**src/rtl/video_io_responder_pkg.sv**
```systemverilog
// Shared register map, shadow byte indices and FLAGS bit layout for the
// video I/O responder.
package video_io_responder_pkg;

    localparam logic [7:0] ADDR_HPOS        = 8'h40;
    localparam logic [7:0] ADDR_VPOS        = 8'h41;
    localparam logic [7:0] ADDR_FLAGS       = 8'h42;
    localparam logic [7:0] ADDR_PADDLE_X    = 8'h43;
    localparam logic [7:0] ADDR_PADDLE_Y    = 8'h44;
    localparam logic [7:0] ADDR_FRAME       = 8'h45;
    localparam logic [7:0] ADDR_COLLIDE_CLR = 8'h46;

    localparam logic [5:0] SH_PLAYER_X    = 6'd2;
    localparam logic [5:0] SH_PLAYER_Y    = 6'd3;
    localparam logic [5:0] SH_ENEMY_X     = 6'd4;
    localparam logic [5:0] SH_ENEMY_Y     = 6'd5;
    localparam logic [5:0] SH_TRACKPOS_LO = 6'd8;

    localparam int FLAG_DISPLAY_ON   = 0;
    localparam int FLAG_HPADDLE      = 1;
    localparam int FLAG_VPADDLE      = 2;
    localparam int FLAG_HSYNC        = 3;
    localparam int FLAG_VSYNC        = 4;
    localparam int FLAG_COLLIDE      = 5;
    localparam int FLAG_PADDLE_VALID = 6;

    function automatic logic is_ram_addr(input logic [7:0] addr);
        return addr[7:6] == 2'b00;
    endfunction

endpackage

```
**src/rtl/video_io_responder_paddle_capture.sv**
```systemverilog
// One paddle channel: captures a beam coordinate on the first rising edge
// of the paddle comparator after each frame start.
module paddle_capture (
    input  logic       clk,
    input  logic       reset,
    input  logic       edge_src_i,
    input  logic [7:0] cap_val_i,
    input  logic       frame_start_i,
    output logic [7:0] value_o,
    output logic       captured_o
);
    logic       prev_q, armed_q, armed_d;
    logic [7:0] value_q, value_d;

    // Frame start takes priority: an edge in that cycle only re-arms.
    assign captured_o = armed_q && edge_src_i && !prev_q && !frame_start_i;

    always_comb begin
        armed_d = armed_q;
        value_d = value_q;
        if (frame_start_i) begin
            armed_d = 1'b1;
        end else if (captured_o) begin
            armed_d = 1'b0;
            value_d = cap_val_i;
        end
    end

    always_ff @(posedge clk or posedge reset) begin
        if (reset) begin
            prev_q  <= 1'b0;
            armed_q <= 1'b0;
            value_q <= 8'h00;
        end else begin
            prev_q  <= edge_src_i;
            armed_q <= armed_d;
            value_q <= value_d;
        end
    end

    assign value_o = value_q;

endmodule

```
**src/rtl/video_io_responder.sv**
```systemverilog
// CPU-facing video I/O block: scratch RAM, beam/flag readback, paddle and
// collision capture, frame counter and vsync-latched sprite shadows.
module video_io_responder
    import video_io_responder_pkg::*;
(
    input  logic       clk,
    input  logic       reset,
    input  logic [7:0] address_bus,
    input  logic [7:0] from_cpu,
    input  logic       write_enable,
    output logic [7:0] to_cpu,
    input  logic [8:0] hpos,
    input  logic [8:0] vpos,
    input  logic       display_on,
    input  logic       hsync,
    input  logic       vsync,
    input  logic       hpaddle,
    input  logic       vpaddle,
    input  logic       player_gfx,
    input  logic       enemy_gfx,
    input  logic       track_gfx,
    output logic [7:0] player_x,
    output logic [7:0] player_y,
    output logic [7:0] enemy_x,
    output logic [7:0] enemy_y,
    output logic [7:0] trackpos_lo
);
    logic [7:0] ram_q [0:63];
    logic       frame_start, ram_we, collide_clr, hit, vsync_fall;
    logic       collide_live_q, collide_live_d, collide_rep_q, collide_rep_d;
    logic       paddle_valid_q, paddle_valid_d, vsync_prev_q;
    logic [7:0] frame_q, paddle_x, paddle_y, flags;
    logic       cap_x, cap_y_unused;
    logic [7:0] player_x_q, player_y_q, enemy_x_q, enemy_y_q, trackpos_lo_q;

    assign frame_start = (hpos == 9'd0) && (vpos == 9'd0);
    assign ram_we      = write_enable && is_ram_addr(address_bus);
    assign collide_clr = write_enable && (address_bus == ADDR_COLLIDE_CLR);
    assign hit         = display_on && player_gfx && (enemy_gfx || track_gfx);
    assign vsync_fall  = vsync_prev_q && !vsync;

    always_ff @(posedge clk) begin
        if (ram_we) ram_q[address_bus[5:0]] <= from_cpu;
    end

    paddle_capture u_paddle_x (
        .clk(clk), .reset(reset), .edge_src_i(hpaddle), .cap_val_i(vpos[7:0]),
        .frame_start_i(frame_start), .value_o(paddle_x), .captured_o(cap_x)
    );

    paddle_capture u_paddle_y (
        .clk(clk), .reset(reset), .edge_src_i(vpaddle), .cap_val_i(hpos[7:0]),
        .frame_start_i(frame_start), .value_o(paddle_y), .captured_o(cap_y_unused)
    );

    // Frame start wins over both new hits and CPU clears.
    always_comb begin
        collide_live_d = collide_live_q | hit;
        collide_rep_d  = collide_clr ? 1'b0 : collide_rep_q;
        paddle_valid_d = cap_x ? 1'b1 : paddle_valid_q;
        if (frame_start) begin
            collide_live_d = 1'b0;
            collide_rep_d  = collide_live_q;
            paddle_valid_d = 1'b0;
        end
    end

    always_ff @(posedge clk or posedge reset) begin
        if (reset) begin
            collide_live_q <= 1'b0;
            collide_rep_q  <= 1'b0;
            paddle_valid_q <= 1'b0;
            frame_q        <= 8'h00;
            vsync_prev_q   <= 1'b0;
            player_x_q     <= 8'h00;
            player_y_q     <= 8'h00;
            enemy_x_q      <= 8'h00;
            enemy_y_q      <= 8'h00;
            trackpos_lo_q  <= 8'h00;
        end else begin
            collide_live_q <= collide_live_d;
            collide_rep_q  <= collide_rep_d;
            paddle_valid_q <= paddle_valid_d;
            vsync_prev_q   <= vsync;
            if (frame_start) frame_q <= frame_q + 8'd1;
            // RAM is sampled before any same-cycle write lands.
            if (vsync_fall) begin
                player_x_q    <= ram_q[SH_PLAYER_X];
                player_y_q    <= ram_q[SH_PLAYER_Y];
                enemy_x_q     <= ram_q[SH_ENEMY_X];
                enemy_y_q     <= ram_q[SH_ENEMY_Y];
                trackpos_lo_q <= ram_q[SH_TRACKPOS_LO];
            end
        end
    end

    always_comb begin
        flags                    = 8'h00;
        flags[FLAG_DISPLAY_ON]   = display_on;
        flags[FLAG_HPADDLE]      = hpaddle;
        flags[FLAG_VPADDLE]      = vpaddle;
        flags[FLAG_HSYNC]        = hsync;
        flags[FLAG_VSYNC]        = vsync;
        flags[FLAG_COLLIDE]      = collide_rep_q;
        flags[FLAG_PADDLE_VALID] = paddle_valid_q;
    end

    always_comb begin
        to_cpu = 8'h00;
        if (is_ram_addr(address_bus)) begin
            to_cpu = ram_q[address_bus[5:0]];
        end else begin
            case (address_bus)
                ADDR_HPOS:     to_cpu = hpos[7:0];
                ADDR_VPOS:     to_cpu = vpos[7:0];
                ADDR_FLAGS:    to_cpu = flags;
                ADDR_PADDLE_X: to_cpu = paddle_x;
                ADDR_PADDLE_Y: to_cpu = paddle_y;
                ADDR_FRAME:    to_cpu = frame_q;
                default:       to_cpu = 8'h00;
            endcase
        end
    end

    assign player_x    = player_x_q;
    assign player_y    = player_y_q;
    assign enemy_x     = enemy_x_q;
    assign enemy_y     = enemy_y_q;
    assign trackpos_lo = trackpos_lo_q;

endmodule

```
**config.mk**
```make
export PLATFORM = sky130hd
export DESIGN_NAME = video_io_responder
export DESIGN_NICKNAME = d
export VERILOG_FILES = /design/src/rtl/video_io_responder_pkg.sv /design/src/rtl/video_io_responder_paddle_capture.sv /design/src/rtl/video_io_responder.sv
export SDC_FILE = /design/constraint.sdc
export NUM_CORES = 1
export LEC_CHECK = 0
export BUFFER_PORTS_ARGS = -buffer_cell sky130_fd_sc_hd__buf_4
export CORE_ASPECT_RATIO = 1.1
export CORE_MARGIN = 5
export CORE_UTILIZATION = 50
export CTS_BUF_LIST = sky130_fd_sc_hd__clkbuf_2 sky130_fd_sc_hd__clkbuf_4 sky130_fd_sc_hd__clkbuf_8
export DETAILED_ROUTE_END_ITERATION = 8
export HOLD_SLACK_MARGIN = 0.15
export PLACE_DENSITY = 0.72
export SLEW_MARGIN = 30
export SYNTH_ARGS = -nofsm -noshare
export SYNTH_HDL_FRONTEND = slang
export SYNTH_SLANG_ARGS = --single-unit
```
**constraint.sdc**
```tcl
create_clock -name clk -period 4.97 [get_ports clk]
set_input_delay 0.2485 -clock clk [delete_from_list [all_inputs] [get_ports clk]]
set_output_delay 0.2485 -clock clk [all_outputs]
set_load 0.01 [all_outputs]
```
==> flow_summary.html, run 1 <==
<table>
<tr><th>Metric</th><th>Value</th></tr>
<tr><th colspan="2">Worst hold path</th></tr>
<tr><td>Class of the most critical hold timing path</td><td>in2reg</td></tr>
<tr><td>Hold_sp</td><td>hpos[8]</td></tr>
<tr><th colspan="2">GRT</th></tr>
<tr><td>Via count of the first global-routing pass</td><td>12,900</td></tr>
<tr><td>Total gr overflow</td><td>0</td></tr>
<tr><td>Number of antenna violations at the first check in global routing</td><td>2</td></tr>
<tr><td>Wire length of the first global-routing pass</td><td>83.3 mm</td></tr>
<tr><td>Overall track demand over capacity in global routing</td><td>21.7%</td></tr>
<tr><td>Pin count of the biggest net entering global routing</td><td>96</td></tr>
<tr><th colspan="2">Clock tree</th></tr>
<tr><td>Clock sink count</td><td>584</td></tr>
<tr><td>Clock tree from TritonCTS</td><td>yes</td></tr>
<tr><td>Clk_lat worst skew</td><td>0.64 ns</td></tr>
<tr><td>Clock buffers created by TritonCTS</td><td>86</td></tr>
<tr><td>CTS hold repair buffers</td><td>24</td></tr>
<tr><td>Clock transition at the registers of the reported paths</td><td>0.06 ns</td></tr>
<tr><td>Root cell of the clock tree</td><td>sky130_fd_sc_hd__clkbuf_8</td></tr>
<tr><td>Buffers from clock root to sink, at most</td><td>3</td></tr>
<tr><td># resized after CTS</td><td>0</td></tr>
<tr><td>Total setup buffers inserted after CTS</td><td>0</td></tr>
<tr><td>H-Tree Depth</td><td>3</td></tr>
<tr><th colspan="2">Power and ir drop</th></tr>
<tr><td>Pwr Density</td><td>377 nW/um^2</td></tr>
<tr><td>Maximum vdd drop</td><td>173 uV</td></tr>
<tr><td>Static power due to leakage</td><td>9.20 nW</td></tr>
<tr><th colspan="2">Critical path</th></tr>
<tr><td>Startpoint kind of the worst setup timing path</td><td>primary input</td></tr>
<tr><td>Signal arrival time at the worst endpoint</td><td>3.46 ns</td></tr>
<tr><td>Maximum single-stage delay on the critical path</td><td>0.65 ns</td></tr>
<tr><td>Critical path class</td><td>in2out</td></tr>
<tr><td>Worst setup path startpoint</td><td>address_bus[1]</td></tr>
<tr><td>Highest net fanout along the worst path</td><td>95</td></tr>
<tr><td>Critical Path RT</td><td>4.72 ns</td></tr>
<tr><td>Worst path cell trace</td><td>clkbuf_8 &gt; buf_4 &gt; mux2i_1 &gt; a21oi_1 &gt; a31oi_1 &gt; o21ai_0 &gt; nor3_1 &gt; a21oi_1 &gt; buf_4</td></tr>
<tr><td>Master of the slowest instance on the critical path</td><td>sky130_fd_sc_hd__clkbuf_8</td></tr>
<tr><td>Launch instance of the worst register-to-register path</td><td>u_paddle_y.prev_q$_DFF_PP0_</td></tr>
<tr><td>Category of the worst setup path capture point</td><td>primary output</td></tr>
<tr><th colspan="2">Timing</th></tr>
<tr><td>Min Clock Period, post-route</td><td>3.71 ns</td></tr>
<tr><td>Share of the cycle needed by the critical path after routing</td><td>74.6%</td></tr>
<tr><td>Setup TNS</td><td>0 ns</td></tr>
<tr><td>Worst slew margin</td><td>35.9%</td></tr>
<tr><td>Worst Tran Pin Value</td><td>0.958 ns</td></tr>
<tr><td>Post-Route Skew</td><td>0.0125 ns</td></tr>
<tr><td>Endpoints failing setup</td><td>0</td></tr>
<tr><td>Highest clock frequency the design can meet</td><td>270 MHz</td></tr>
<tr><td>RSZ-0062 raised after global routing</td><td>no</td></tr>
<tr><td>Count of pins over their slew limit</td><td>0</td></tr>
<tr><td>Final Hold Fails</td><td>0</td></tr>
<tr><th colspan="2">Logic synthesis</th></tr>
<tr><td>EDFF count, synth</td><td>512</td></tr>
<tr><td>Post-synth top flop</td><td>sky130_fd_sc_hd__edfxtp_1</td></tr>
<tr><td>Number of cells produced by synthesis</td><td>1,267</td></tr>
<tr><td>Mapped Area</td><td>23,500 um^2</td></tr>
<tr><td>Share of Yosys cell area claimed by the top area cell type</td><td>65.5%</td></tr>
<tr><td>Post-synthesis sequential area ratio</td><td>73.2%</td></tr>
<tr><td>Post-synthesis net count</td><td>1,313</td></tr>
<tr><td>Most instantiated library cell after synthesis</td><td>sky130_fd_sc_hd__edfxtp_1</td></tr>
<tr><td>Total number of yosys warnings</td><td>0</td></tr>
<tr><td>Area leader, netlist</td><td>sky130_fd_sc_hd__edfxtp_1</td></tr>
<tr><td>Flip-flop and latch count after synthesis</td><td>584</td></tr>
<tr><td>Cells taking the most area after synthesis</td><td>sky130_fd_sc_hd__edfxtp_1, sky130_fd_sc_hd__mux4_2, sky130_fd_sc_hd__dfrtp_1</td></tr>
<tr><td>Post-synth top cells</td><td>sky130_fd_sc_hd__edfxtp_1, sky130_fd_sc_hd__mux2i_1, sky130_fd_sc_hd__nor2_1</td></tr>
<tr><td>Count of cell types in the netlist</td><td>60</td></tr>
<tr><td>Avg Synthesized Cell Area</td><td>18.5 um^2</td></tr>
<tr><td>Post-synth ARST share</td><td>12.3%</td></tr>
<tr><th colspan="2">Routing</th></tr>
<tr><td>Met1 Wirelength</td><td>21.8 mm</td></tr>
<tr><td>Met3 wire length</td><td>4.74 mm</td></tr>
<tr><td>Total Routed Length</td><td>55.9 mm</td></tr>
<tr><td>Total vias in the final route</td><td>12,800</td></tr>
<tr><td>Uppermost routed layer</td><td>met5</td></tr>
<tr><td>Count of unresolved DRC violations after routing</td><td>0</td></tr>
<tr><td>Count of nets left with antenna violations after detail routing</td><td>0</td></tr>
<tr><td>Wire per inst</td><td>26.7 um</td></tr>
<tr><td>Met2 WL post-DR</td><td>27.3 mm</td></tr>
<tr><td>Initial DRC Count</td><td>1,453</td></tr>
<tr><td>Avg Vias per Cell</td><td>6.11</td></tr>
<tr><td>Drt pass-1 iters</td><td>6</td></tr>
<tr><th colspan="2">Run</th></tr>
<tr><td>Max-cap viol count</td><td>0</td></tr>
<tr><th colspan="2">Finish</th></tr>
<tr><td>Net total in the final layout</td><td>1,472</td></tr>
<tr><td>Syn-to-layout area delta</td><td>13.9%</td></tr>
<tr><td>Non-filler cells in the finished layout</td><td>2,092</td></tr>
<tr><td>Fraction of layout instances using a drive strength above 1</td><td>28.1%</td></tr>
<tr><th colspan="2">Die</th></tr>
<tr><td>Row Count</td><td>83</td></tr>
<tr><td>Chip Width</td><td>217 um</td></tr>
<tr><td>Effective utilization at floorplan</td><td>50.4%</td></tr>
<tr><td>Vertical die dimension</td><td>237 um</td></tr>
<tr><td>Area inside the core boundary</td><td>46,500 um^2</td></tr>
<tr><td>I/O pin count</td><td>93</td></tr>
<tr><td>Floorplan die area</td><td>51,400 um^2</td></tr>
<tr><th colspan="2">Placement</th></tr>
<tr><td>Post-detail-place hpwl</td><td>35.0 mm</td></tr>
<tr><td>Count of input and output buffers</td><td>92</td></tr>
<tr><td>RePlAce Congestion</td><td>0.924</td></tr>
<tr><td>Total placed cells including tap cells</td><td>1,909</td></tr>
<tr><th colspan="2">Run status</th></tr>
<tr><td>Run status</td><td>completed</td></tr>
</table>
## final timing paths
check                                               endpoint  slack (ns)  cells after the start
max                                                to_cpu[1]        1.26                      9
min                               paddle_valid_q$_DFFE_PP0P_        0.18                      6
max reg2reg                u_paddle_y.value_o[1]$_DFFE_PP0P_        3.47                      3
min reg2reg                   u_paddle_y.armed_q$_DFFE_PP0P_        0.47                      1
max in group asynchronous             frame_q[4]$_DFFE_PP0P_        4.17                      4
min in group asynchronous         trackpos_lo[4]$_DFFE_PP0P_        0.36                      4
## per-layer routing
metal,track usage [%],vias to the layer above
met2,35.2,729
met3,4.51,122
met4,8.35,2
li1,-,5424
met1,29.2,6498
met5,0,-
## state kept, by name (all words and copies together), names as in the netlist
register	cells
collide_live_q	1
collide_rep_q	1
enemy_x	8
enemy_y	8
frame_q	8
paddle_valid_q	1
player_x	8
player_y	8
ram_q	512
trackpos_lo	8
u_paddle_x.armed_q	1
u_paddle_x.prev_q	1
u_paddle_x.value_o	8
u_paddle_y.armed_q	1
u_paddle_y.prev_q	1
u_paddle_y.value_o	8
vsync_prev_q	1
## final cells by class
| cell class | instances | area [um^2] |
|---|---|---|
| well taps | 595 | 744 |
| multi-input cells | 609 | 5830 |
| diodes | 1 | 2.50 |
| repair buffers | 140 | 1150 |
| inverters | 5 | 18.8 |
| flip-flops and latches | 584 | 17200 |
| fillers | 3425 | 19800 |
| clock buffers | 109 | 1380 |
| clock inverters | 49 | 417 |
## worst max-delay path, delay by kind of cell
| family | cells | cell delay (ns) |
|---|---|---|
| buffers and inverters | 3 | 1.41 |
| and+or+nand+nor | 1 | 0.40 |
| muxes | 1 | 0.44 |
| AOI/OAI and AO/OA | 4 | 0.81 |
## stage by stage
stage | instance area [um^2] | util [%] | worst slack, ns | total power, W | hold slack, ns
floorplan | 23500 | - | 2.60 | 0.00585 | 0.280
global placement | 24600 | 53.0 | 1.31 | 0.00613 | 0.401
detailed placement | 24700 | 53.0 | 1.34 | 0.00614 | 0.393
CTS | 26700 | 57.4 | 1.40 | 0.0101 | 0.152
global route | 26700 | 57.4 | 1.16 | 0.0104 | 0.188
finish | 26700 | 57.4 | 1.26 | 0.0101 | 0.183
## layout by cell type (no fill, tap or decap), drive strengths merged, types with 3 or more instances in the layout
| master | netlist | layout |
|---|---|---|
| edfxtp | 512 | 512 |
| buf | 55 | 115 |
| clkbuf | 13 | 110 |
| mux2i | 93 | 93 |
| nor2 | 91 | 91 |
| mux4 | 89 | 89 |
| mux2 | 76 | 76 |
| dfrtp | 72 | 72 |
| nand2 | 41 | 41 |
| clkinv | 0 | 36 |
| a21oi | 27 | 27 |
| a22oi | 25 | 25 |
| dlygate4sd3 | 0 | 24 |
| o21ai | 14 | 14 |
| nor2b | 14 | 14 |
| nand3 | 13 | 13 |
| o211ai | 11 | 11 |
| o22ai | 10 | 10 |
| inv | 5 | 10 |
| a211oi | 9 | 9 |
| nor3 | 9 | 9 |
| a2111oi | 9 | 9 |
| nand2b | 8 | 8 |
| a31oi | 7 | 7 |
| bufinv | 0 | 7 |
| a21o | 5 | 5 |
| and2 | 4 | 4 |
| nand4 | 4 | 4 |
| xnor2 | 4 | 4 |
| nor4 | 4 | 4 |
| and3 | 3 | 3 |
| a221o | 3 | 3 |
| a22o | 3 | 3 |
| o221ai | 3 | 3 |
| o32ai | 3 | 3 |
| xor2 | 3 | 3 |
| nand3b | 3 | 3 |
## power breakdown
group / internal, W / switching (W)
logic: 0.000260 / 0.000384
clock network: 0.00221 / 0.00181
registers: 0.00538 / 0.0000228
total: 0.00785 / 0.00222
## kinds of logic (layout without fill, tap and decap cells)
logic type,count (synthesis),in the layout,synth area share (%)
and+or+nand+nor,206,206,4.17
muxes,258,258,16.3
AOI/OAI and AO/OA,137,137,4.04
other,0,1,0
adders and majority gates,1,1,0.0533
buffers and inverters,74,303,2.02
DFF,584,584,73.2
xor gates and xnor gates,7,7,0.261
Note: power is estimated with default switching activity, not from simulation.
==> run 2, diff against run 1 <==
--- a/config.mk
+++ b/config.mk
@@ -5,6 +5,7 @@
 export SDC_FILE = /design/constraint.sdc
 export NUM_CORES = 1
 export LEC_CHECK = 0
+export ABC_AREA = 1
 export BUFFER_PORTS_ARGS = -buffer_cell sky130_fd_sc_hd__buf_4
 export CORE_ASPECT_RATIO = 1.1
 export CORE_MARGIN = 5
@@ -12,7 +13,7 @@
 export CTS_BUF_LIST = sky130_fd_sc_hd__clkbuf_2 sky130_fd_sc_hd__clkbuf_4 sky130_fd_sc_hd__clkbuf_8
 export DETAILED_ROUTE_END_ITERATION = 8
 export HOLD_SLACK_MARGIN = 0.15
-export PLACE_DENSITY = 0.72
+export PLACE_DENSITY = 0.74
 export SLEW_MARGIN = 30
 export SYNTH_ARGS = -nofsm -noshare
 export SYNTH_HDL_FRONTEND = slang
==> constraint.sdc (replaced) <==
create_clock -name clk -period 3.3 [get_ports clk]
set_input_delay 0.165 -clock clk [delete_from_list [all_inputs] [get_ports clk]]
set_output_delay 0.165 -clock clk [all_outputs]
set_load 0.01 [all_outputs]
==> flow_summary.html, run 2 <==
<table>
<tr><th>Metric</th><th>Value</th></tr>
<tr><th colspan="2">Die</th></tr>
<tr><td>Floorplan die area</td><td>55,000 um^2</td></tr>
<tr><td>Chip Width</td><td>224 um</td></tr>
<tr><td>Effective utilization at floorplan</td><td>50.3%</td></tr>
<tr><td>Area inside the core boundary</td><td>50,000 um^2</td></tr>
<tr><td>I/O pin count</td><td>93</td></tr>
<tr><td>Row Count</td><td>86</td></tr>
<tr><td>Vertical die dimension</td><td>245 um</td></tr>
<tr><th colspan="2">Logic synthesis</th></tr>
<tr><td>Share of Yosys cell area claimed by the top area cell type</td><td>61.0%</td></tr>
<tr><td>Post-synthesis sequential area ratio</td><td>68.2%</td></tr>
<tr><td>Mapped Area</td><td>25,200 um^2</td></tr>
<tr><td>Cells taking the most area after synthesis</td><td>sky130_fd_sc_hd__edfxtp_1, sky130_fd_sc_hd__nand2_1, sky130_fd_sc_hd__dfrtp_1</td></tr>
<tr><td>EDFF count, synth</td><td>512</td></tr>
<tr><td>Flip-flop and latch count after synthesis</td><td>584</td></tr>
<tr><td>Most instantiated library cell after synthesis</td><td>sky130_fd_sc_hd__nand2_1</td></tr>
<tr><td>Post-synth ARST share</td><td>12.3%</td></tr>
<tr><td>Post-synth top cells</td><td>sky130_fd_sc_hd__nand2_1, sky130_fd_sc_hd__edfxtp_1, sky130_fd_sc_hd__inv_1</td></tr>
<tr><td>Avg Synthesized Cell Area</td><td>10.2 um^2</td></tr>
<tr><td>Total number of yosys warnings</td><td>0</td></tr>
<tr><td>Number of cells produced by synthesis</td><td>2,481</td></tr>
<tr><td>Count of cell types in the netlist</td><td>29</td></tr>
<tr><td>Post-synth top flop</td><td>sky130_fd_sc_hd__edfxtp_1</td></tr>
<tr><td>Area leader, netlist</td><td>sky130_fd_sc_hd__edfxtp_1</td></tr>
<tr><td>Post-synthesis net count</td><td>2,527</td></tr>
<tr><th colspan="2">Finish</th></tr>
<tr><td>Most common cell after layout, fill and taps aside</td><td>sky130_fd_sc_hd__nand2_1</td></tr>
<tr><td>Number of inserted filler cells in the final layout</td><td>4,023</td></tr>
<tr><td>Area taken by multi-input logic gates</td><td>6380 um^2</td></tr>
<tr><td>Area used by sequential logic in the layout</td><td>17,200 um^2</td></tr>
<tr><td>Net total in the final layout</td><td>2,692</td></tr>
<tr><td>Number of flip-flops under the largest register name</td><td>512</td></tr>
<tr><td>Fraction of layout instances using a drive strength above 1</td><td>12.1%</td></tr>
<tr><td>Leading cell types in the layout, fill and taps excluded</td><td>sky130_fd_sc_hd__nand2_1, sky130_fd_sc_hd__edfxtp_1, sky130_fd_sc_hd__inv_1</td></tr>
<tr><td>Syn-to-layout area delta</td><td>14.5%</td></tr>
<tr><th colspan="2">Routing</th></tr>
<tr><td>Total Routed Length</td><td>62.4 mm</td></tr>
<tr><td>Avg Vias per Cell</td><td>5.28</td></tr>
<tr><td>Count of unresolved DRC violations after routing</td><td>0</td></tr>
<tr><td>Total vias in the final route</td><td>17,800</td></tr>
<tr><td>Wire per inst</td><td>18.5 um</td></tr>
<tr><td>Count of nets left with antenna violations after detail routing</td><td>0</td></tr>
<tr><td>Drt pass-1 iters</td><td>7</td></tr>
<tr><td>Initial DRC Count</td><td>1,726</td></tr>
<tr><th colspan="2">Critical path</th></tr>
<tr><td>Most common cell on crit path</td><td>sky130_fd_sc_hd__nand2_1</td></tr>
<tr><td>Worst path bufs/invs</td><td>5</td></tr>
<tr><td>Master of the slowest instance on the critical path</td><td>sky130_fd_sc_hd__buf_4</td></tr>
<tr><td>Signal arrival time at the worst endpoint</td><td>2.52 ns</td></tr>
<tr><td>Category of the worst setup path capture point</td><td>primary output</td></tr>
<tr><td>Worst path cell trace</td><td>buf_4 &gt; clkinv_2 &gt; buf_4 &gt; nand2_1 &gt; nand2_1 &gt; nand2_1 &gt; nand2_1 &gt; inv_1 &gt; nand2_1 &gt; nand2_1 &gt; nand3_1 &gt; nor2_1 &gt; nor2_1 &gt; buf_4</td></tr>
<tr><td>Highest net fanout along the worst path</td><td>72</td></tr>
<tr><td>Critical path class</td><td>in2out</td></tr>
<tr><td>Critical path's top delay family</td><td>buffers and inverters</td></tr>
<tr><td>Critical Path RT</td><td>3.13 ns</td></tr>
<tr><td>Maximum single-stage delay on the critical path</td><td>0.66 ns</td></tr>
<tr><td>Startpoint kind of the worst setup timing path</td><td>primary input</td></tr>
<tr><th colspan="2">GRT</th></tr>
<tr><td>Wire length of the first global-routing pass</td><td>97.1 mm</td></tr>
<tr><td>Via count of the first global-routing pass</td><td>17,800</td></tr>
<tr><td>Pin count of the biggest net entering global routing</td><td>131</td></tr>
<tr><td>Total gr overflow</td><td>0</td></tr>
<tr><td>Number of antenna violations at the first check in global routing</td><td>2</td></tr>
<tr><td>Overall track demand over capacity in global routing</td><td>22.6%</td></tr>
<tr><th colspan="2">Clock tree</th></tr>
<tr><td>Clock buffers created by TritonCTS</td><td>87</td></tr>
<tr><td>Buffers from clock root to sink, at most</td><td>3</td></tr>
<tr><td>Total setup buffers inserted after CTS</td><td>0</td></tr>
<tr><td>Clock tree from TritonCTS</td><td>yes</td></tr>
<tr><td>Clock sink count</td><td>584</td></tr>
<tr><td>Clk_lat worst skew</td><td>0.70 ns</td></tr>
<tr><td>Clock transition at the registers of the reported paths</td><td>0.06 ns</td></tr>
<tr><td>H-Tree Depth</td><td>3</td></tr>
<tr><td>Root cell of the clock tree</td><td>sky130_fd_sc_hd__clkbuf_8</td></tr>
<tr><th colspan="2">Timing</th></tr>
<tr><td>Post-Route Skew</td><td>0.0271 ns</td></tr>
<tr><td>Highest clock frequency the design can meet</td><td>372 MHz</td></tr>
<tr><td>RSZ-0062 raised after global routing</td><td>no</td></tr>
<tr><td>Endpoints failing setup</td><td>0</td></tr>
<tr><td>Min Clock Period, post-route</td><td>2.69 ns</td></tr>
<tr><td>Final worst-path setup slack</td><td>0.612 ns</td></tr>
<tr><td>Share of the cycle needed by the critical path after routing</td><td>81.5%</td></tr>
<tr><td>Count of pins over their slew limit</td><td>0</td></tr>
<tr><td>Setup TNS</td><td>0 ns</td></tr>
<tr><td>Worst slew margin</td><td>40.8%</td></tr>
<tr><td>Final Hold Fails</td><td>0</td></tr>
<tr><td>Worst Tran Pin Value</td><td>0.888 ns</td></tr>
<tr><th colspan="2">Placement</th></tr>
<tr><td>DP Worst Slack</td><td>0.774 ns</td></tr>
<tr><td>Count of input and output buffers</td><td>92</td></tr>
<tr><td>RePlAce Congestion</td><td>0.976</td></tr>
<tr><td>Post-detail-place hpwl</td><td>37.6 mm</td></tr>
<tr><th colspan="2">Power and ir drop</th></tr>
<tr><td>Maximum vdd drop</td><td>542 uV</td></tr>
<tr><td>Static power due to leakage</td><td>12.2 nW</td></tr>
<tr><td>Pwr Density</td><td>533 nW/um^2</td></tr>
<tr><th colspan="2">Run</th></tr>
<tr><td>Max-cap viol count</td><td>0</td></tr>
<tr><th colspan="2">Run status</th></tr>
<tr><td>Run status</td><td>completed</td></tr>
<tr><th colspan="2">Worst hold path</th></tr>
<tr><td>Class of the most critical hold timing path</td><td>in2async</td></tr>
</table>
==> run 2: layout make-up <==
cell class / count / area share, %
Sequential cell: 584 / 59.6
Multi-Input combinational cell: 1492 / 22.1
Timing Repair Buffer: 183 / 5.35
Clock buffer: 113 / 4.90
Inverter: 298 / 3.90
Tap cell: 660 / 2.86
Clock inverter: 42 / 1.24
Antenna cell: 1 / 0.00868
==> run 2: final timing paths <==
check | end | slack (ns) | depth (start not counted) | startpoint
setup / recovery | to_cpu[5] | 0.61 | 14 | address_bus[1]
hold / removal | enemy_x[0]$_DFFE_PP0P_ | 0.19 | 4 | reset
setup reg to reg | u_paddle_x.value_o[2]$_DFFE_PP0P_ | 1.84 | 5 | u_paddle_x.armed_q$_DFFE_PP0P_
hold reg to reg | u_paddle_x.value_o[1]$_DFFE_PP0P_ | 0.49 | 2 | u_paddle_x.value_o[1]$_DFFE_PP0P_
max in group asynchronous | trackpos_lo[1]$_DFFE_PP0P_ | 2.61 | 4 | reset
min in group clk | ram_q[38][7]$_DFFE_PP_ | 0.29 | 4 | address_bus[4]
==> run 2: worst register-to-register path, cell delays in order (launching register included) <==
cell and delay, ns:
sky130_fd_sc_hd__dfrtp_1 0.34, sky130_fd_sc_hd__nand2_1 0.07, sky130_fd_sc_hd__nor2_1 0.21, sky130_fd_sc_hd__nand3_1 0.12, sky130_fd_sc_hd__dlygate4sd3_1 0.60, sky130_fd_sc_hd__nand2_1 0.07
==> run 2: power breakdown <==
group	switching [W]	internal [W]	total, W
clock	0.00275	0.00327	0.00602
sequential	0.0000576	0.00815	0.00821
combinational	0.000768	0.000373	0.00114
total	0.00357	0.0118	0.0154
==> run 2: cell families after synthesis <==
kind of cell             Yosys count  synth area share, %
adder cells (fa/ha/maj)            1               0.0497
AND/OR/NAND/NOR                 1389                 22.2
buffers and inverters            405                 6.50
AO/OA/AOI/OAI                     64                 1.44
XOR/XNOR                           6                0.209
multiplexers                      32                 1.43
flip-flops                       584                 68.2
==> run 2: what timing repair did <==
action	4_1_cts	5_1_grt
gates resized for setup	0	0
hold endpoints to repair	601	0
hold buffers	39	0
==> run 2: metal layers <==
metal / routed length, um / global-route usage (%) / vias to the layer above
met4: 2750 / 10.6 / 4
li1: - / - / 8362
met1: 24200 / 28.1 / 8453
met5: 46 / 0 / -
met2: 30800 / 38.4 / 810
met3: 4590 / 4.08 / 187
==> run 2: stage by stage <==
step | hold slack, ns | power [W] | utilization (%) | instance area, um^2 | std cells
2_1_floorplan | 0.196 | 0.00895 | - | 25200 | 2481
3_3_place_gp | 0.299 | 0.00943 | 53.3 | 26700 | 3178
3_5_place_dp | 0.301 | 0.00945 | 53.3 | 26700 | 3178
4_1_cts | 0.247 | 0.0154 | 57.6 | 28800 | 3372
5_1_grt | 0.288 | 0.0159 | 57.6 | 28800 | 3373
6_report | 0.188 | 0.0154 | 57.6 | 28800 | 3373
==> run 3, diff against run 2 <==
--- a/config.mk
+++ b/config.mk
@@ -5,7 +5,7 @@
 export SDC_FILE = /design/constraint.sdc
 export NUM_CORES = 1
 export LEC_CHECK = 0
-export ABC_AREA = 1
+export ABC_AREA = 0
 export BUFFER_PORTS_ARGS = -buffer_cell sky130_fd_sc_hd__buf_4
 export CORE_ASPECT_RATIO = 1.1
 export CORE_MARGIN = 5
@@ -13,7 +13,7 @@
 export CTS_BUF_LIST = sky130_fd_sc_hd__clkbuf_2 sky130_fd_sc_hd__clkbuf_4 sky130_fd_sc_hd__clkbuf_8
 export DETAILED_ROUTE_END_ITERATION = 8
 export HOLD_SLACK_MARGIN = 0.15
-export PLACE_DENSITY = 0.74
+export PLACE_DENSITY = 0.72
 export SLEW_MARGIN = 30
 export SYNTH_ARGS = -nofsm -noshare
 export SYNTH_HDL_FRONTEND = slang
==> constraint.sdc (replaced) <==
create_clock -name clk -period 2.7 [get_ports clk]
set_input_delay 0.135 -clock clk [delete_from_list [all_inputs] [get_ports clk]]
set_output_delay 0.135 -clock clk [all_outputs]
set_load 0.01 [all_outputs]
==> flow_summary.html, run 3 (synthesis results as in run 1) <==
<table>
<tr><th>Metric</th><th>Value</th></tr>
<tr><th colspan="2">Run status</th></tr>
<tr><td>Run status</td><td>finished with violations</td></tr>
<tr><td>Failing checks</td><td>negative setup slack</td></tr>
<tr><th colspan="2">Finish</th></tr>
<tr><td>Leading cell types in the layout, fill and taps excluded</td><td>sky130_fd_sc_hd__edfxtp_1, sky130_fd_sc_hd__buf_4, sky130_fd_sc_hd__clkbuf_8</td></tr>
<tr><td>Number of flip-flops under the largest register name</td><td>512</td></tr>
<tr><td>Net total in the final layout</td><td>1,616</td></tr>
<tr><td>Fraction of layout instances using a drive strength above 1</td><td>36.7%</td></tr>
<tr><td>Post-Route Utilization</td><td>60.6%</td></tr>
<tr><td>Syn-to-layout area delta</td><td>20.1%</td></tr>
<tr><td>Most common cell after layout, fill and taps aside</td><td>sky130_fd_sc_hd__edfxtp_1</td></tr>
<tr><th colspan="2">Power and ir drop</th></tr>
<tr><td>Static power due to leakage</td><td>9.92 nW</td></tr>
<tr><td>Portion of total power attributed to the clock network</td><td>37.8%</td></tr>
<tr><td>Portion of total power attributed to combinational logic</td><td>7.6%</td></tr>
<tr><td>Cell internal power dissipation</td><td>0.0142 W</td></tr>
<tr><td>Pwr Density</td><td>647 nW/um^2</td></tr>
<tr><td>Post-layout total power</td><td>0.0182 W</td></tr>
<tr><td>Switching power</td><td>0.00407 W</td></tr>
<tr><td>Sequential share of power</td><td>54.6%</td></tr>
<tr><td>Switching fraction of total power</td><td>22.3%</td></tr>
<tr><td>Maximum vdd drop</td><td>299 uV</td></tr>
<tr><th colspan="2">Critical path</th></tr>
<tr><td>Highest net fanout along the worst path</td><td>2</td></tr>
<tr><td>Worst setup slack for register-to-register paths</td><td>0.77 ns</td></tr>
<tr><td>Launch instance of the worst register-to-register path</td><td>u_paddle_x.prev_q$_DFF_PP0_</td></tr>
<tr><td>Signal arrival time at the worst endpoint</td><td>2.72 ns</td></tr>
<tr><td>Worst path cell trace</td><td>mux4_2 &gt; o211ai_1 &gt; buf_4 &gt; a31oi_1 &gt; o41a_1 &gt; a21o_1 &gt; buf_6</td></tr>
<tr><td>Critical Path RT</td><td>2.57 ns</td></tr>
<tr><td>Startpoint kind of the worst setup timing path</td><td>flop</td></tr>
<tr><td>Cells on worst reg2reg path</td><td>6</td></tr>
<tr><td>Maximum single-stage delay on the critical path</td><td>0.47 ns</td></tr>
<tr><td>Category of the worst setup path capture point</td><td>primary output</td></tr>
<tr><td>Critical path class</td><td>reg2out</td></tr>
<tr><td>Capture point of the worst reg-to-reg path</td><td>u_paddle_x.value_o[7]$_DFFE_PP0P_</td></tr>
<tr><td>Master of the slowest instance on the critical path</td><td>sky130_fd_sc_hd__mux4_2</td></tr>
<tr><th colspan="2">GRT</th></tr>
<tr><td>Via count of the first global-routing pass</td><td>13,700</td></tr>
<tr><td>Total gr overflow</td><td>0</td></tr>
<tr><td>Wire length of the first global-routing pass</td><td>85.9 mm</td></tr>
<tr><td>Number of antenna violations at the first check in global routing</td><td>3</td></tr>
<tr><td>Pin count of the biggest net entering global routing</td><td>73</td></tr>
<tr><td>Overall track demand over capacity in global routing</td><td>22.3%</td></tr>
<tr><th colspan="2">Routing</th></tr>
<tr><td>Count of nets left with antenna violations after detail routing</td><td>0</td></tr>
<tr><td>Wire per inst</td><td>26.0 um</td></tr>
<tr><td>Count of unresolved DRC violations after routing</td><td>0</td></tr>
<tr><td>Avg Vias per Cell</td><td>5.99</td></tr>
<tr><td>Total vias in the final route</td><td>13,400</td></tr>
<tr><td>Total Routed Length</td><td>57.9 mm</td></tr>
<tr><td>Initial DRC Count</td><td>1,313</td></tr>
<tr><td>Drt pass-1 iters</td><td>5</td></tr>
<tr><th colspan="2">Timing</th></tr>
<tr><td>Hold WS</td><td>0.285 ns</td></tr>
<tr><td>Setup TNS</td><td>-0.245 ns</td></tr>
<tr><td>Count of pins over their slew limit</td><td>0</td></tr>
<tr><td>RSZ-0062 raised after global routing</td><td>yes</td></tr>
<tr><td>Worst slew margin</td><td>48.5%</td></tr>
<tr><td>Worst Tran Pin Value</td><td>0.772 ns</td></tr>
<tr><td>Final worst-path setup slack</td><td>-0.157 ns</td></tr>
<tr><td>Highest clock frequency the design can meet</td><td>350 MHz</td></tr>
<tr><td>Share of the cycle needed by the critical path after routing</td><td>106%</td></tr>
<tr><td>Final Hold Fails</td><td>0</td></tr>
<tr><td>Min Clock Period, post-route</td><td>2.86 ns</td></tr>
<tr><td>Post-Route Skew</td><td>0.0204 ns</td></tr>
<tr><td>Endpoints failing setup</td><td>5</td></tr>
<tr><th colspan="2">Worst hold path</th></tr>
<tr><td>Hold_sp</td><td>vpos[0]</td></tr>
<tr><td>Class of the most critical hold timing path</td><td>in2reg</td></tr>
<tr><td>End of the worst hold path</td><td>u_paddle_x.value_o[0]$_DFFE_PP0P_</td></tr>
<tr><td>Worst hold path cell count</td><td>3</td></tr>
<tr><th colspan="2">Die</th></tr>
<tr><td>Floorplan die area</td><td>51,400 um^2</td></tr>
<tr><td>I/O pin count</td><td>93</td></tr>
<tr><td>Chip Width</td><td>217 um</td></tr>
<tr><td>Vertical die dimension</td><td>237 um</td></tr>
<tr><td>Area inside the core boundary</td><td>46,500 um^2</td></tr>
<tr><td>Effective utilization at floorplan</td><td>50.4%</td></tr>
<tr><td>Row Count</td><td>83</td></tr>
<tr><th colspan="2">Placement</th></tr>
<tr><td>RePlAce Congestion</td><td>0.886</td></tr>
<tr><td>Count of input and output buffers</td><td>92</td></tr>
<tr><td>DP Worst Slack</td><td>0.00455 ns</td></tr>
<tr><td>Post-detail-place hpwl</td><td>37.0 mm</td></tr>
<tr><th colspan="2">Clock tree</th></tr>
<tr><td>H-Tree Depth</td><td>3</td></tr>
<tr><td>Clock tree from TritonCTS</td><td>yes</td></tr>
<tr><td>Clk_lat worst skew</td><td>0.68 ns</td></tr>
<tr><td>Clock transition at the registers of the reported paths</td><td>0.06 ns</td></tr>
<tr><td>Buffers from clock root to sink, at most</td><td>3</td></tr>
<tr><td>Clock buffers created by TritonCTS</td><td>88</td></tr>
<tr><td>Clock sink count</td><td>584</td></tr>
<tr><td>Root cell of the clock tree</td><td>sky130_fd_sc_hd__clkbuf_8</td></tr>
<tr><th colspan="2">Run</th></tr>
<tr><td>Max-cap viol count</td><td>0</td></tr>
</table>
## run 3: final cells by class
| type | instances | area (um^2) |
|---|---|---|
| Sequential cell | 584 | 17200 |
| Tap cell | 595 | 744 |
| Clock inverter | 25 | 129 |
| Clock buffer | 129 | 1540 |
| Timing Repair Buffer | 282 | 2360 |
| Fill cell | 3255 | 18300 |
| Antenna cell | 1 | 2.50 |
| Multi-Input combinational cell | 609 | 6220 |
| Inverter | 5 | 18.8 |
## run 3: routing by layer
layer | global-route usage (%) | share of wire, % | vias to the layer above
met5 | 0 | 0.052 | -
met4 | 9.33 | 3.5 | 4
met3 | 5.96 | 8.9 | 132
met2 | 35.6 | 49 | 702
met1 | 29.4 | 39 | 6814
li1 | - | - | 5699
## run 3: worst max-delay path, delay by kind of cell (launching register included)
family	cells	cell delay [ns]
compound gates	4	0.86
mux	1	0.47
flops	1	0.43
buf+inv	2	0.30
## run 3: what timing repair did
action	CTS	global route
pin swaps	25	18
gates cloned	0	0
gates resized for setup	48	38
hold buffers	41	0
endpoints found under the hold margin	620	0
buffers inserted	9	1
endpoints found under the setup margin	8	8
## run 3: per-stage QoR
stage,cell area (um^2),cells
floorplan,23500,1267
global placement,25700,2030
detailed placement,25700,2030
CTS,28000,2230
global route,28200,2230
finish,28200,2230
## run 3: worst max path at each step
stage	cells after the start	from	end	slack (ns)
2_1_floorplan	7	address_bus[1]	ram_q[55][0]$_DFFE_PP_	0.44
3_3_place_gp	8	address_bus[0]	to_cpu[3]	-0.03
3_5_place_dp	10	address_bus[1]	to_cpu[3]	0.005
4_1_cts	7	ram_q[8][2]$_DFFE_PP_	to_cpu[2]	-0.21
5_1_grt	7	ram_q[8][2]$_DFFE_PP_	to_cpu[2]	-0.21
6_report	7	ram_q[8][2]$_DFFE_PP_	to_cpu[2]	-0.16
## run 3: power groups by stage
stage	Sequential (W)	Combinational, W	Clock (W)
after floorplan	0.0102	0.000602	0
after CTS	0.00996	0.00134	0.00706
final	0.00996	0.00138	0.00690
after global placement	0.0101	0.00123	0
after detailed placement	0.0101	0.00124	0
after global routing	0.00996	0.00146	0.00747
